--- src/rtl/multicycle_control_fsm_pkg.sv ---
// rtl/multicycle_control_fsm_pkg.sv - shared types and encodings for the multicycle control unit
package multicycle_control_fsm_pkg;

   typedef enum logic [3:0] {
      S_FETCH, S_DECODE, S_MEMADR, S_MEMREAD, S_MEMWB,
      S_MEMWRITE, S_EXECUTER, S_EXECUTEI, S_ALUWB, S_BRANCH
   } state_t;

   localparam logic [1:0] ALU_ADD = 2'b00;
   localparam logic [1:0] ALU_SUB = 2'b01;
   localparam logic [1:0] ALU_AND = 2'b10;
   localparam logic [1:0] ALU_ORR = 2'b11;

   localparam logic [1:0] OP_DP  = 2'b00;
   localparam logic [1:0] OP_MEM = 2'b01;
   localparam logic [1:0] OP_BR  = 2'b10;
   localparam logic [1:0] OP_ILL = 2'b11;

   localparam logic [1:0] SRCB_REG  = 2'b00;
   localparam logic [1:0] SRCB_IMM  = 2'b01;
   localparam logic [1:0] SRCB_FOUR = 2'b10;

   localparam logic [1:0] RES_ALUOUT = 2'b00;
   localparam logic [1:0] RES_RDATA  = 2'b01;
   localparam logic [1:0] RES_ALURES = 2'b10;

   localparam logic [3:0] CMD_AND = 4'b0000;
   localparam logic [3:0] CMD_SUB = 4'b0010;
   localparam logic [3:0] CMD_ADD = 4'b0100;
   localparam logic [3:0] CMD_CMP = 4'b1010;
   localparam logic [3:0] CMD_ORR = 4'b1100;

   localparam logic [3:0] COND_EQ = 4'b0000;
   localparam logic [3:0] COND_NE = 4'b0001;
   localparam logic [3:0] COND_CS = 4'b0010;
   localparam logic [3:0] COND_CC = 4'b0011;
   localparam logic [3:0] COND_MI = 4'b0100;
   localparam logic [3:0] COND_PL = 4'b0101;
   localparam logic [3:0] COND_VS = 4'b0110;
   localparam logic [3:0] COND_VC = 4'b0111;
   localparam logic [3:0] COND_HI = 4'b1000;
   localparam logic [3:0] COND_LS = 4'b1001;
   localparam logic [3:0] COND_GE = 4'b1010;
   localparam logic [3:0] COND_LT = 4'b1011;
   localparam logic [3:0] COND_GT = 4'b1100;
   localparam logic [3:0] COND_LE = 4'b1101;
   localparam logic [3:0] COND_AL = 4'b1110;

   function automatic logic cond_ex(input logic [3:0] cond, input logic [3:0] nzcv);
      logic n, z, c, v, res;
      {n, z, c, v} = nzcv;
      case (cond)
         COND_EQ: res = z;
         COND_NE: res = ~z;
         COND_CS: res = c;
         COND_CC: res = ~c;
         COND_MI: res = n;
         COND_PL: res = ~n;
         COND_VS: res = v;
         COND_VC: res = ~v;
         COND_HI: res = c & ~z;
         COND_LS: res = ~c | z;
         COND_GE: res = (n == v);
         COND_LT: res = (n != v);
         COND_GT: res = ~z & (n == v);
         COND_LE: res = z | (n != v);
         COND_AL: res = 1'b1;
         default: res = 1'b0;
      endcase
      return res;
   endfunction

endpackage

--- src/rtl/cond_flags_unit.sv ---
// rtl/cond_flags_unit.sv - NZCV flags register and the condition decision latched at DECODE
module cond_flags_unit
   import multicycle_control_fsm_pkg::*;
#(
   parameter logic [3:0] FLAGS_RESET = 4'b0000
) (
   input  logic       i_clk,
   input  logic       i_reset,
   input  logic [3:0] i_cond,
   input  logic [3:0] i_alu_flags,
   input  logic [1:0] i_flag_w,
   input  logic       i_cond_latch,
   output logic [3:0] o_flags,
   output logic       o_cond_ex_reg
);

   logic [3:0] r_flags;
   logic       r_cond_ex;

   // Flag writes are gated by the decision taken at DECODE, so they never affect it mid-instruction.
   always_ff @(posedge i_clk) begin
      if (i_reset) begin
         r_flags   <= FLAGS_RESET;
         r_cond_ex <= 1'b0;
      end else begin
         if (i_cond_latch)
            r_cond_ex <= cond_ex(i_cond, r_flags);
         if (i_flag_w[1] & r_cond_ex)
            r_flags[3:2] <= i_alu_flags[3:2];
         if (i_flag_w[0] & r_cond_ex)
            r_flags[1:0] <= i_alu_flags[1:0];
      end
   end

   assign o_flags       = r_flags;
   assign o_cond_ex_reg = r_cond_ex;

endmodule

--- src/rtl/multicycle_control_fsm.sv ---
// rtl/multicycle_control_fsm.sv - Moore control FSM and ALU decoder for the multicycle datapath
module multicycle_control_fsm
   import multicycle_control_fsm_pkg::*;
#(
   parameter logic [3:0] FLAGS_RESET = 4'b0000
) (
   input  logic       CLK,
   input  logic       RESET,
   input  logic [3:0] Cond,
   input  logic [1:0] Op,
   input  logic [5:0] Funct,
   input  logic [3:0] Rd,
   input  logic [3:0] ALUFlags,
   output logic       IRWrite,
   output logic       PCWrite,
   output logic       RegWrite,
   output logic       MemWrite,
   output logic       AdrSrc,
   output logic       ALUSrcA,
   output logic [1:0] ALUSrcB,
   output logic [1:0] ResultSrc,
   output logic [1:0] ALUControl,
   output logic [1:0] ImmSrc,
   output logic [1:0] RegSrc,
   output logic [3:0] Flags
);

   state_t     r_state, w_next;
   logic       w_irw, w_pc_fetch, w_regw, w_memw, w_branch, w_exec, w_cond_latch;
   logic [1:0] w_dec_alu, w_flag_w;
   logic       w_dec_nowrite, w_dec_cv, w_supported, w_no_write, w_pcs, w_cex;
   logic [3:0] w_cmd;

   always_ff @(posedge CLK) begin
      if (RESET) r_state <= S_FETCH;
      else       r_state <= w_next;
   end

   always_comb begin
      w_next       = S_FETCH;
      w_irw        = 1'b0;
      w_pc_fetch   = 1'b0;
      w_regw       = 1'b0;
      w_memw       = 1'b0;
      w_branch     = 1'b0;
      w_exec       = 1'b0;
      w_cond_latch = 1'b0;
      AdrSrc       = 1'b0;
      ALUSrcA      = 1'b0;
      ALUSrcB      = SRCB_REG;
      ResultSrc    = RES_ALUOUT;
      case (r_state)
         S_FETCH: begin
            w_irw      = 1'b1;
            w_pc_fetch = 1'b1;
            ALUSrcA    = 1'b1;
            ALUSrcB    = SRCB_FOUR;
            ResultSrc  = RES_ALURES;
            w_next     = S_DECODE;
         end
         S_DECODE: begin
            ALUSrcA      = 1'b1;
            ALUSrcB      = SRCB_FOUR;
            w_cond_latch = 1'b1;
            case (Op)
               OP_MEM:  w_next = S_MEMADR;
               OP_DP:   w_next = Funct[5] ? S_EXECUTEI : S_EXECUTER;
               OP_BR:   w_next = S_BRANCH;
               default: w_next = S_FETCH;
            endcase
         end
         S_MEMADR: begin
            ALUSrcB = SRCB_IMM;
            w_next  = Funct[0] ? S_MEMREAD : S_MEMWRITE;
         end
         S_MEMREAD: begin
            AdrSrc = 1'b1;
            w_next = S_MEMWB;
         end
         S_MEMWB: begin
            ResultSrc = RES_RDATA;
            w_regw    = 1'b1;
         end
         S_MEMWRITE: begin
            AdrSrc = 1'b1;
            w_memw = 1'b1;
         end
         S_EXECUTER: begin
            w_exec = 1'b1;
            w_next = S_ALUWB;
         end
         S_EXECUTEI: begin
            ALUSrcB = SRCB_IMM;
            w_exec  = 1'b1;
            w_next  = S_ALUWB;
         end
         S_ALUWB:  w_regw = 1'b1;
         S_BRANCH: begin
            ALUSrcB   = SRCB_IMM;
            ResultSrc = RES_ALURES;
            w_branch  = 1'b1;
         end
         default: w_next = S_FETCH;
      endcase
   end

   assign w_cmd = Funct[4:1];

   always_comb begin
      w_dec_alu     = ALU_ADD;
      w_dec_nowrite = 1'b1;
      w_dec_cv      = 1'b0;
      w_supported   = 1'b1;
      case (w_cmd)
         CMD_ADD: begin w_dec_nowrite = 1'b0; w_dec_cv = 1'b1; end
         CMD_SUB: begin w_dec_alu = ALU_SUB; w_dec_nowrite = 1'b0; w_dec_cv = 1'b1; end
         CMD_AND: begin w_dec_alu = ALU_AND; w_dec_nowrite = 1'b0; end
         CMD_ORR: begin w_dec_alu = ALU_ORR; w_dec_nowrite = 1'b0; end
         CMD_CMP: begin w_dec_alu = ALU_SUB; w_dec_cv = 1'b1; end
         default: w_supported = 1'b0;
      endcase
   end

   // Decoder results only matter for data-processing; memory Funct bits must not suppress LDR writeback.
   assign ALUControl = w_exec ? w_dec_alu : ALU_ADD;
   assign w_flag_w   = w_exec ? {Funct[0] & w_supported, Funct[0] & w_dec_cv} : 2'b00;
   assign w_no_write = (Op == OP_DP) & w_dec_nowrite;

   cond_flags_unit #(.FLAGS_RESET(FLAGS_RESET)) u_cond_flags (
      .i_clk         (CLK),
      .i_reset       (RESET),
      .i_cond        (Cond),
      .i_alu_flags   (ALUFlags),
      .i_flag_w      (w_flag_w),
      .i_cond_latch  (w_cond_latch),
      .o_flags       (Flags),
      .o_cond_ex_reg (w_cex)
   );

   assign w_pcs     = w_branch | (w_regw & (Rd == 4'd15));
   assign IRWrite   = ~RESET & w_irw;
   assign PCWrite   = ~RESET & (w_pc_fetch | (w_pcs & w_cex));
   assign RegWrite  = ~RESET & w_regw & w_cex & ~w_no_write;
   assign MemWrite  = ~RESET & w_memw & w_cex;
   assign ImmSrc    = Op;
   assign RegSrc    = {(Op == OP_MEM) & ~Funct[0], Op == OP_BR};

endmodule

--- config.mk ---
export PLATFORM = sky130hd
export DESIGN_NAME = multicycle_control_fsm
export DESIGN_NICKNAME = d
export VERILOG_FILES = /design/src/rtl/multicycle_control_fsm_pkg.sv /design/src/rtl/cond_flags_unit.sv /design/src/rtl/multicycle_control_fsm.sv
export SDC_FILE = /design/constraint.sdc
export NUM_CORES = 1
export LEC_CHECK = 0
export CAP_MARGIN = 5
export CORE_UTILIZATION = 40
export CTS_CLUSTER_SIZE = 20
export DETAILED_ROUTE_END_ITERATION = 8
export GPL_TIMING_DRIVEN = 0
export MAX_ROUTING_LAYER = met4
export PLACE_DENSITY = 0.85
export REMOVE_ABC_BUFFERS = 1
export SETUP_SLACK_MARGIN = 0.2
export SKIP_LAST_GASP = 1
export SYNTH_ARGS = -nofsm -noshare
export SYNTH_HDL_FRONTEND = slang
export SYNTH_SLANG_ARGS = --single-unit
--- constraint.sdc ---
create_clock -name CLK -period 1.6 [get_ports CLK]
set_input_delay 0.16 -clock CLK [delete_from_list [all_inputs] [get_ports CLK]]
set_output_delay 0.16 -clock CLK [all_outputs]
set_load 0.005 [all_outputs]
== Yosys cells after proc, flatten, opt, wreduce, memory -nomap -nowiden ==
Cells that the tools add are included.

* Equal/unequal tests: 32
* Mux-type cells: 21
* Bitwise gates (word level): 28
* Reductions and logical operators: 14

{| class="wikitable"
|+ Operator list
! cell !! number
|-
| 4-bit equality test, second input constant || 12
|-
| 4-bit by 3-bit equality test with 1-bit output, second input constant || 9
|-
| 4-bit by 2-bit equality test with 1-bit output, second input constant || 5
|-
| 4-bit one-hot mux with 5 select lines || 1
|-
| 1-bit AND || 17
|-
| 1-bit one-hot mux with 15 select lines || 1
|-
| 4-bit zero test || 3
|-
| 1-bit 2-to-1 mux || 12
|-
| 4-bit one-hot mux with 3 select lines || 1
|-
| 2-bit OR reduction || 6
|-
| 4-bit by 1-bit equality test with 1-bit output, second input constant || 2
|-
| 2-bit one-hot mux with 2 select lines || 2
|-
| 1-bit NOT || 7
|-
| 2-bit one-hot mux with 3 select lines || 1
|-
| 3-bit OR reduction || 2
|-
| 5-bit OR reduction || 1
|-
| 2-bit 2-to-1 mux || 2
|-
| 1-bit OR || 4
|-
| 4-bit OR reduction || 1
|-
| 3-bit 2-to-1 mux || 1
|-
| 2-bit by 1-bit equality test with 1-bit output, second input constant || 1
|-
| 2-bit equality test, second input constant || 1
|-
| 2-bit zero test || 1
|-
| 1-bit equality test || 1
|-
| 1-bit != test || 1
|}

* Register bits after elaboration: 9
* Bits of input ports: 22
* Output and inout port bits: 20
* Word-level logic and storage cells: 99

== Longest topological paths before layout ==
Gate-level depths: netlist of the first run.

* Depth after elaboration: 8
* Mapped depth: 5

== By module ==
From an unflattened synthesis of the first run, not the netlist that was laid out.

* Cell total of the unflattened synthesis: 115
* Area total of the unflattened synthesis: 854.6 µm²

{| class="wikitable"
|+ Modules (own cells, without submodules)
! module !! times used !! cells an instance !! area an instance (µm²)
|-
| multicycle_control_fsm || 1 || 66 || 488.0
|-
| cond_flags_unit || 1 || 49 || 366.6
|}

== Worst setup path before layout of the first run ==
No wires, ideal clock.

* Path kind: flip-flop to flip-flop
* From: reg u_cond_flags.r_flags[3], in the netlist u_cond_flags.o_flags[3]
* To: reg u_cond_flags.r_cond_ex, in the netlist u_cond_flags.o_cond_ex_reg
* Setup time: 91 ps
* Data arrival time: 1418 ps
* Data required time: 1509 ps
* Path slack: 91 ps
* Cell stages (with the launch flop): 5
* Clock period less this slack: 1509 ps
* Cell sequence: dfxtp_1 or4b_1 a311o_1 o311a_1 a311oi_1

* Longest elaborated chain between the ends: 3

{| class="wikitable"
|+ Ends and longest elaborated chain
! element !! RTL line !! text
|-
| from (decl) || cond_flags_unit.sv:17 || <nowiki>logic [3:0] r_flags;</nowiki>
|-
| from (signal assigned) || cond_flags_unit.sv:29 || <nowiki>r_flags[3:2] <= i_alu_flags[3:2];</nowiki>
|-
| 1-bit != test / 1-bit equality test (equally long branches) || - ||
|-
| 1-bit OR / 1-bit AND (equally long branches) || multicycle_control_fsm_pkg.sv:66, multicycle_control_fsm_pkg.sv:65 ||
|-
| 1-bit one-hot mux with 15 select lines * || multicycle_control_fsm_pkg.sv:52 || <nowiki>case (cond)</nowiki>
|-
| to (signal assigned) || cond_flags_unit.sv:27 || <nowiki>r_cond_ex <= cond_ex(i_cond, r_flags);</nowiki>
|-
| to (decl) || cond_flags_unit.sv:18 || <nowiki>logic r_cond_ex;</nowiki>
|}

Mark *: on every way between the ends. The rest lies on a longest branch, timed or not.
A chain may end at the register's enable or synchronous reset.

== Worst setup path in the final report of the first run ==
* From: reg r_state[3]
* To: out PCWrite

* Longest elaborated chain between the ends: 8

{| class="wikitable"
|+ Ends and longest elaborated chain
! element !! RTL line !! text
|-
| from (decl) || multicycle_control_fsm.sv:28 || <nowiki>state_t r_state, w_next;</nowiki>
|-
| from (signal assigned) || multicycle_control_fsm.sv:36 || <nowiki>else r_state <= w_next;</nowiki>
|-
| 4-bit equality test / 4-bit by 3-bit equality test with 1-bit output (equally long branches) || multicycle_control_fsm.sv:52 || <nowiki>case (r_state)</nowiki>
|-
| 2-bit OR reduction (no line) || - ||
|-
| 1-bit 2-to-1 mux || multicycle_control_fsm.sv:52 ||
|-
| 1-bit AND || multicycle_control_fsm.sv:140 || <nowiki>assign w_pcs = w_branch | (w_regw & (Rd == 4'd15));</nowiki>
|-
| 1-bit OR || multicycle_control_fsm.sv:140 ||
|-
| 1-bit AND || multicycle_control_fsm.sv:142 || <nowiki>assign PCWrite = ~RESET & (w_pc_fetch | (w_pcs & w_cex));</nowiki>
|-
| 1-bit OR * || multicycle_control_fsm.sv:142 ||
|-
| 1-bit AND * || multicycle_control_fsm.sv:142 ||
|-
| to (decl) || multicycle_control_fsm.sv:15 || <nowiki>output logic PCWrite,</nowiki>
|}

Marked as above.

==> results.ini, run 1 <==
[outcome]
status = finished with violations
violations = negative setup slack

[yosys]
ys_top_cells_by_count = nor2_1, dfxtp_1, nor3_1
ys_ff_latch = 9
ys_types = 42
syn-cell-area_um2 = 847
syn_avg_cell_area_um2 = 7.70
synth_area_leader_cell = dfxtp_1
synth_top_cell_area_share = 0.213
yosysWarnings = 0
yosysMostFrequentCell = nor2_1
postSynth.asyncResetShare = 0
syn_inst = 110
synthTopCellsByArea = dfxtp_1, mux2i_1, nor3_1
yosysSeqAreaShare = 0.213
synth_flop_cell = dfxtp_1
synth_edf_count = 0

[global_routing]
grt_use_total = 0.284
grt_pass1_wl_um = 4340
overflow = 0
grt_start_max_net_pins = 13
first_global_vias = 1018
antenna_found_initial = 0

[final_layout]
nets = 193
antenna_cells = 0
layout-drive-gt1-share = 0.441
syn2layout_area_growth_pct = 82.7

[pwr]
power.total_mw = 0.793
p_sw_mw = 0.264
power.share.sequential = 0.315
power.share.clock = 0.229
p_per_area_nw_per_um2 = 512
peakVddDrop_mv = 0.506
swShare = 0.333
internal-power_mw = 0.529
p_leak_nw = 0.635
pwr-share-comb = 0.456

[timing]
min_period_ns = 1.68
hold_viol_final = 0
slew_violations = 0
max_clock_freq_mhz = 596
clock_skew_ns = 0.00546
tightest_slew_ns = 0.394
relSlewSlack = 0.737
worst_slack_ns = -0.0768
rsz0062_at_grt = true
timing.hold.ws_ns = 0.346
setup_violations = 4
post-route-period-util = 1.05

[placement]
io_buffers = 41
dp_hpwl_um = 1770
gp_congestion = 0.802

[floorplan]
start_util = 0.427
die_width_um = 48.0
die_h_um = 48.0
rows = 16
io_pins = 42
core_um2 = 1980
die_area_um2 = 2310

[clocking]
clk_pin_slew_ns = 0.06
clkSinkCount = 9
insertion_delay_ns = 0.27
cts_buffer_depth = 2
cts_tree = built
cts_max_level = 1
cts_buffers = 3
cts_root_buf = clkbuf_4
hold_buffers = 0

[routing]
drt_iter0_drc = 26
via_per_inst = 5.73
wl_um = 3230
drc_errors = 0
ant_nets = 0
first_pass_iters = 4
vias = 1129
avgRoutedWirePerCell_um = 16.4

[worst_setup_path]
r2r_cells = 4
r2r_slack_ns = 0.04
crit_type = reg -> out
crit_fanout = 3
crit_required_ns = 1.44
start_kind = register
end_kind = primary output
cp.arrival_ns = 1.52

[worst_hold_path]
min_path_type = in -> reg
min_delay_path_depth = 3

[flow_run]
maxCapViolations = 0

[final cells by class]
class | count | area (µm²)
flip-flops and latches | 9 | 200
well taps | 27 | 33.8
clock buffers | 4 | 26.3
inverters | 3 | 11.3
fillers | 124 | 434
repair buffers | 65 | 552
multi-input cells | 89 | 724
[placed cells by master (no fill, tap or decap), drive strengths merged, types with 2 or more instances in the layout]
master | synthesis | routed
o221ai | 2 | 2
clkbuf | 4 | 10
and3 | 2 | 2
nor2b | 4 | 4
nand2 | 7 | 7
nor3 | 9 | 9
mux2i | 6 | 6
nor2 | 10 | 10
a21oi | 6 | 6
xnor2 | 3 | 3
dfxtp | 9 | 9
inv | 3 | 3
clkdlybuf4s50 | 0 | 19
nand2b | 7 | 7
xor2 | 4 | 4
a31oi | 2 | 2
a211oi | 2 | 2
o21ai | 2 | 2
buf | 5 | 34
dlygate4sd2 | 0 | 6
nand3b | 2 | 2
[kinds of logic (layout without fill, tap and decap cells)]
group                     Yosys count  count (layout)  share of synthesized area
DFF                                 9               9                      0.213
AOI/OAI and AO/OA                  22              22                      0.204
muxes                               7               7                     0.0842
buffers and inverters              12              72                     0.0738
xor gates and xnor gates            7               7                     0.0724
and+or+nand+nor                    53              53                      0.353
[routing by layer]
layer  global-route usage  routed length [µm]
met1                0.262                1280
met2                0.541                1590
met3               0.0491                 215
met4                0.161                 155
met5                    -                   0
[power groups by stage]
stage | clock network, mW | logic [mW] | registers [mW]
after floorplan | 0 | 0.0993 | 0.256
after global placement | 0 | 0.230 | 0.262
after detailed placement | 0 | 0.236 | 0.263
after CTS | 0.182 | 0.313 | 0.245
after global routing | 0.194 | 0.390 | 0.251
final | 0.182 | 0.361 | 0.250
[critical path, cell delays in order, from the launching register on]
cell     delay, ns
dfxtp_4       0.38
xor2_1        0.26
nor3_2        0.09
buf_4         0.14
a31oi_1       0.17
nor3_1        0.07
buf_2         0.14
[per-stage QoR]
stage | setup WS [ns] | setup TNS, ns | instance area [µm²] | cells | utilization
5_1_grt | -0.125 | -0.450 | 1550 | 197 | 0.781
3_5_place_dp | -0.402 | -3.09 | 1240 | 169 | 0.626
3_3_place_gp | -0.416 | -2.59 | 1240 | 169 | 0.626
6_report | -0.0768 | -0.151 | 1550 | 197 | 0.781
4_1_cts | -0.0280 | -0.0293 | 1470 | 192 | 0.739
2_1_floorplan | 0.0912 | 0 | 796 | 101 | -
[worst paths after layout]
| check | start | endpoint |
|---|---|---|
| worst max register to register | u_cond_flags.o_flags[3] | u_cond_flags.o_cond_ex_reg |
| worst min-delay path | Funct[0] | r_state[2] |
| worst min register to register | u_cond_flags.o_flags[1] | u_cond_flags.o_flags[1] |
| worst max-delay path | r_state[3] | PCWrite |
[timing repair]
item                                    CTS  global route
hold endpoints to repair                  0             0
setup buffers                            19             5
pin swaps                                 7             7
gates resized for setup                  78            29
endpoints found under the setup margin   20            16
No activity file was read; power rests on OpenSTA's default activity.
==> inputs of run 2 (changes only) <==
--- a/config.mk
+++ b/config.mk
@@ -6,12 +6,12 @@
 export NUM_CORES = 1
 export LEC_CHECK = 0
 export CAP_MARGIN = 5
-export CORE_UTILIZATION = 40
+export CORE_UTILIZATION = 34
 export CTS_CLUSTER_SIZE = 20
 export DETAILED_ROUTE_END_ITERATION = 8
 export GPL_TIMING_DRIVEN = 0
 export MAX_ROUTING_LAYER = met4
-export PLACE_DENSITY = 0.85
+export PLACE_DENSITY = 0.7
 export REMOVE_ABC_BUFFERS = 1
 export SETUP_SLACK_MARGIN = 0.2
 export SKIP_LAST_GASP = 1
==> results.ini, run 2 (synthesized netlist as in run 1, its figures left out) <==
[outcome]
status = complete, no violations

[routing]
vias = 1075  ; -4.8%
drt_iter0_drc = 10  ; -62%
via_per_inst = 5.51  ; -3.8%
wl_um = 2900  ; -10%
ant_nets = 0  ; unchanged
drc_errors = 0  ; unchanged
first_pass_iters = 6  ; +2
avgRoutedWirePerCell_um = 14.9  ; -9.4%

[pwr]
internal-power_mw = 0.485  ; -8.4%
p_sw_mw = 0.248  ; -5.8%
power.share.clock = 0.246  ; +0.017
swShare = 0.339  ; +0.00636
peakVddDrop_mv = 0.313  ; -38%
power.total_mw = 0.733  ; -7.6%
p_leak_nw = 0.637  ; +0.20%
pwr-share-comb = 0.409  ; -0.047
p_per_area_nw_per_um2 = 475  ; -7.3%
power.share.sequential = 0.345  ; +0.030

[clocking]
clk_pin_slew_ns = 0.07  ; about the same
cts_buffer_depth = 2  ; unchanged
cts_buffers = 3  ; unchanged
cts_root_buf = clkbuf_4
insertion_delay_ns = 0.26  ; about the same
cts_tree = built
clkSinkCount = 9  ; unchanged
cts_max_level = 1  ; unchanged

[timing]
rsz0062_at_grt = true
min_period_ns = 1.56  ; -0.118 ns
hold_viol_final = 0  ; unchanged
post-route-period-util = 0.974  ; -0.0738
setup_violations = 0  ; -4
tightest_slew_ns = 0.415  ; +0.0212 ns
max_clock_freq_mhz = 642  ; +7.6%
clock_skew_ns = 0.00620  ; +0.000735 ns
slew_violations = 0  ; unchanged
relSlewSlack = 0.722  ; -0.0150

[final_layout]
nets = 190  ; -1.6%
final_area_um2 = 1540  ; -0.24%
mostFrequentLayoutCell = clkdlybuf4s50_1
antenna_cells = 0  ; unchanged
syn2layout_area_growth_pct = 82.3
layout-drive-gt1-share = 0.443  ; +0.00194
layout_common_cells = clkdlybuf4s50_1, buf_4, nor2_1, buf_2, nor3_2

[global_routing]
grt_use_total = 0.217  ; -0.0673
grt_pass1_wl_um = 4240  ; -2.2%
first_global_vias = 972  ; -4.5%
antenna_found_initial = 0  ; unchanged
overflow = 0  ; unchanged
grt_start_max_net_pins = 13  ; unchanged

[floorplan]
die_h_um = 51.9  ; +8.1%
rows = 17  ; +1
start_util = 0.372  ; -0.0552
core_um2 = 2280  ; +15%
die_area_um2 = 2700  ; +17%
die_width_um = 51.9  ; +8.1%
io_pins = 42  ; unchanged

[worst_setup_path]
cp.arrival_ns = 1.40  ; -0.12 ns
crit_chain = buf_6 > buf_4 > xor2_2 > nand2_1 > a211oi_2 > buf_2
crit_cells = 6  ; unchanged
crit_family = buffers and inverters
crit_type = reg -> out
cp_slowest_cell = dfxtp_4
start_kind = register
crit_required_ns = 1.44  ; about the same
end_kind = primary output
crit_fanout = 4  ; +1
crit_buf_inv = 3  ; +1
cp_slowest_stage_delay_ns = 0.37  ; about the same
r2r_cells = 4  ; unchanged

[placement]
dpl_cell_area_um2 = 1240  ; +0.10%
gp_congestion = 0.779  ; -2.8%
dp_hpwl_um = 1710  ; -3.6%
io_buffers = 41  ; unchanged

[worst_hold_path]
min_delay_path_depth = 4  ; +1
min_path_type = in -> reg

[flow_run]
maxCapViolations = 0  ; unchanged

## run 2: cell count changes in the layout (fill, tap and decap cells not counted), moves of 2 or more
cell             previous run  this run
nor3_2                      4         7
nor3_1                      5         1
clkdlybuf4s15_1             0         2
dfxtp_4                     4         6
buf_6                       9         5
dfxtp_2                     4         2
## run 2: timing repair
| action | CTS | global route |
|---|---|---|
| setup buffers | 12 | 9 |
| pin swaps | 6 | 9 |
| resized for setup | 74 | 38 |
| hold endpoints to repair | 0 | 0 |
| hold buffers | 0 | 0 |
| endpoints found under the setup margin | 21 | 19 |
## run 2: power by group through the flow
stage          combinational [mW]  clock, mW  sequential [mW]
2_1_floorplan              0.0993          0            0.256
3_3_place_gp                0.232          0            0.263
3_5_place_dp                0.237          0            0.263
4_1_cts                     0.261      0.179            0.253
5_1_grt                     0.323      0.207            0.254
6_report                    0.300      0.180            0.253
## run 2: worst register-to-register path, stage by stage, from the launching register on
cell,delay [ns]
dfxtp_4,0.35
or4b_1,0.51
a311o_1,0.28
o311a_1,0.12
a311oi_1,0.19
## run 2: final timing paths
check / slack (ns) / to / start
max reg2reg: 0.05 / u_cond_flags.o_cond_ex_reg / u_cond_flags.o_flags[3]
min: 0.38 / r_state[0] / Op[0]
min reg2reg: 0.54 / u_cond_flags.o_flags[3] / u_cond_flags.o_flags[3]
max: 0.04 / RegWrite / r_state[3]
## run 2: layout make-up
cell class                 instances  area, µm²
tap                               28       35.0
fill                             186        732
inverter                           3       11.3
clock buffer                       4       26.3
multi-input combinational         89        757
sequential                         9        205
timing repair buffer              62        509
## run 2: per-layer routing
layer / vias up / track usage / part of all wire
li1: 520 / - / -
met1: 510 / 0.240 / 0.40
met2: 43 / 0.368 / 0.52
met3: 2 / 0.0614 / 0.071
met4: 0 / 0.0811 / 0.0072
met5: - / - / 0
## run 2: stage by stage
step / cells / hold slack (ns) / utilization / TNS (ns) / worst slack, ns
global route: 195 / 0.404 / 0.678 / -0.0748 / -0.0323
global placement: 170 / 0.552 / 0.545 / -2.71 / -0.413
floorplan: 101 / 0.229 / - / 0 / 0.0912
finish: 195 / 0.377 / 0.678 / 0 / 0.0412
detailed placement: 170 / 0.550 / 0.545 / -2.96 / -0.418
CTS: 186 / 0.394 / 0.620 / 0 / 0.00520
==> edit, RTL diff (config.mk and constraints of run 1) <==
Encoding of `state_t`: now one-hot (10 bits for 10 states).
--- a/src/rtl/multicycle_control_fsm_pkg.sv
+++ b/src/rtl/multicycle_control_fsm_pkg.sv
@@ -2,7 +2,7 @@
 package multicycle_control_fsm_pkg;
 
-   typedef enum logic [3:0] {
-      S_FETCH, S_DECODE, S_MEMADR, S_MEMREAD, S_MEMWB,
-      S_MEMWRITE, S_EXECUTER, S_EXECUTEI, S_ALUWB, S_BRANCH
+   typedef enum logic [9:0] {
+      S_FETCH = 10'b0000000001, S_DECODE = 10'b0000000010, S_MEMADR = 10'b0000000100, S_MEMREAD = 10'b0000001000, S_MEMWB = 10'b0000010000,
+      S_MEMWRITE = 10'b0000100000, S_EXECUTER = 10'b0001000000, S_EXECUTEI = 10'b0010000000, S_ALUWB = 10'b0100000000, S_BRANCH = 10'b1000000000
    } state_t;
 
Behaviour: no difference found for any inputs over 10 cycles, from zero or initial values and one cycle with RESET high; not proved beyond that.
==> edit against run 1 <==
- the run still ends with negative setup slack left
- setup slack got worse by 470 ps
- first-iteration DRC count grew to 3.0 times the old value
- sequential share of layout area increased by 5.2 points
- design area increased by 19%
- area after synthesis increased by 22%
- clock power rose by 23%
- routed wire length rose by 33%
- power is 66% higher
- sequential cell count rose by 6
- largest power group unchanged
==> edit: results (changes against run 1) <==
** Status
- Outcome :: complete, but fails checks (unchanged)
- Failing checks: negative setup slack (unchanged).

** Logic synthesis
- Post-synthesis mux area share :: 0.0495 (was 0.0842)
- Top area cells in the synthesized netlist: sky130_fd_sc_hd__dfxtp_1 29%, sky130_fd_sc_hd__nor2_1 8.0%, sky130_fd_sc_hd__xor2_1 4.2% (was sky130_fd_sc_hd__dfxtp_1 21%, sky130_fd_sc_hd__mux2i_1 7.1%, sky130_fd_sc_hd__nor3_1 5.3%).
- Xor/xnor cell area share of the yosys netlist :: 0.0761 (was 0.0724)
- Sequential fraction of the synthesis area :: 0.290 (was 0.213)
- Leading cell types by count after synthesis: 22 x sky130_fd_sc_hd__nor2_1, 15 x sky130_fd_sc_hd__dfxtp_1, 7 x sky130_fd_sc_hd__nand2_1, 6 x sky130_fd_sc_hd__a21oi_1, 6 x sky130_fd_sc_hd__nor4_1 (was 10 x sky130_fd_sc_hd__nor2_1, 9 x sky130_fd_sc_hd__dfxtp_1, 9 x sky130_fd_sc_hd__nor3_1, 7 x sky130_fd_sc_hd__nand2_1, 7 x sky130_fd_sc_hd__nand2b_1).
- The compound-gate portion of the synthesized area was 0.138 (was 0.204).

** Timing
- # setup viols final :: 26 (was 4)
- The sum of negative setup slack came to -9570 ps (was -151 ps).
- The final critical-path setup slack was -548 ps (was -76.8 ps).

** Drt
- Detailed Route WL :: 4300 um (was 3230 um)
- The via count of the routed design came to 1404 (was 1129).

** Clock tree
- The count of instances resized after the clock tree is built came to 77 (was 78).
- Clock latency on the worst-skew pair :: 300 ps (was 270 ps)

** Worst hold path
- Hold path startpoint :: Op[1] (was Funct[0])
- Hold path endpoint :: r_state[7]$_SDFF_PP0_ (was r_state[2]$_SDFF_PP0_)
- The worst hold path depth came to 2 (was 3).

** Cells and area
- Post-layout net count :: 221 (was 193)

** Setup path
- Worst setup path startpoint :: r_state[4]$_SDFF_PP0_ (was r_state[3]$_SDFF_PP0_)
- The arrival time at the worst endpoint came to 1990 ps (was 1520 ps).
- Reg-to-reg slack, setup :: -490 ps (was 40 ps)

** Placement
- Routability cong. :: 0.931 (was 0.802)
- Placed Instance Area :: 0.00146 mm^2 (was 0.00124 mm^2)

** GRT
- The via count of the first global-routing pass is 1345 (was 1018).
- Fraction of met2 tracks used by global routing :: 0.559 (was 0.541)
- Met3 layer usage reported by global route :: 0.0517 (was 0.0491)

** Power and ir drop
- Largest voltage drop on the vdd net :: 0.512 mV (was 0.506 mV)
## edit: area by class of cell
cell class,count,area [um^2]
repair buffers,70,609
inverters,5,18.8
clock buffers,3,22.5
clock inverters,1,5.00
fillers,169,608
flip-flops and latches,15,335
multi-input cells,104,818
well taps,30,37.5
## edit: how the worst max path moves through the flow
stage	endpoint	slack [ps]	cells after the start
3_5_place_dp	PCWrite	-700	5
2_1_floorplan	ALUSrcB[0]	-160	3
6_report	IRWrite	-550	5
4_1_cts	PCWrite	-510	6
3_3_place_gp	PCWrite	-710	5
5_1_grt	PCWrite	-650	8
## edit: report_power, final
part           internal [uW]  switching (uW)
Combinational            375             278
Clock                   93.1             130
Sequential               382            55.4
Total                    851             464
## edit: metrics by stage
stage	hold slack, ps	worst slack, ps	instances
final	132	-548	228
after detailed placement	575	-696	195
after global placement	558	-706	195
after floorplan	232	-162	124
after CTS	218	-511	225
after global routing	149	-647	228
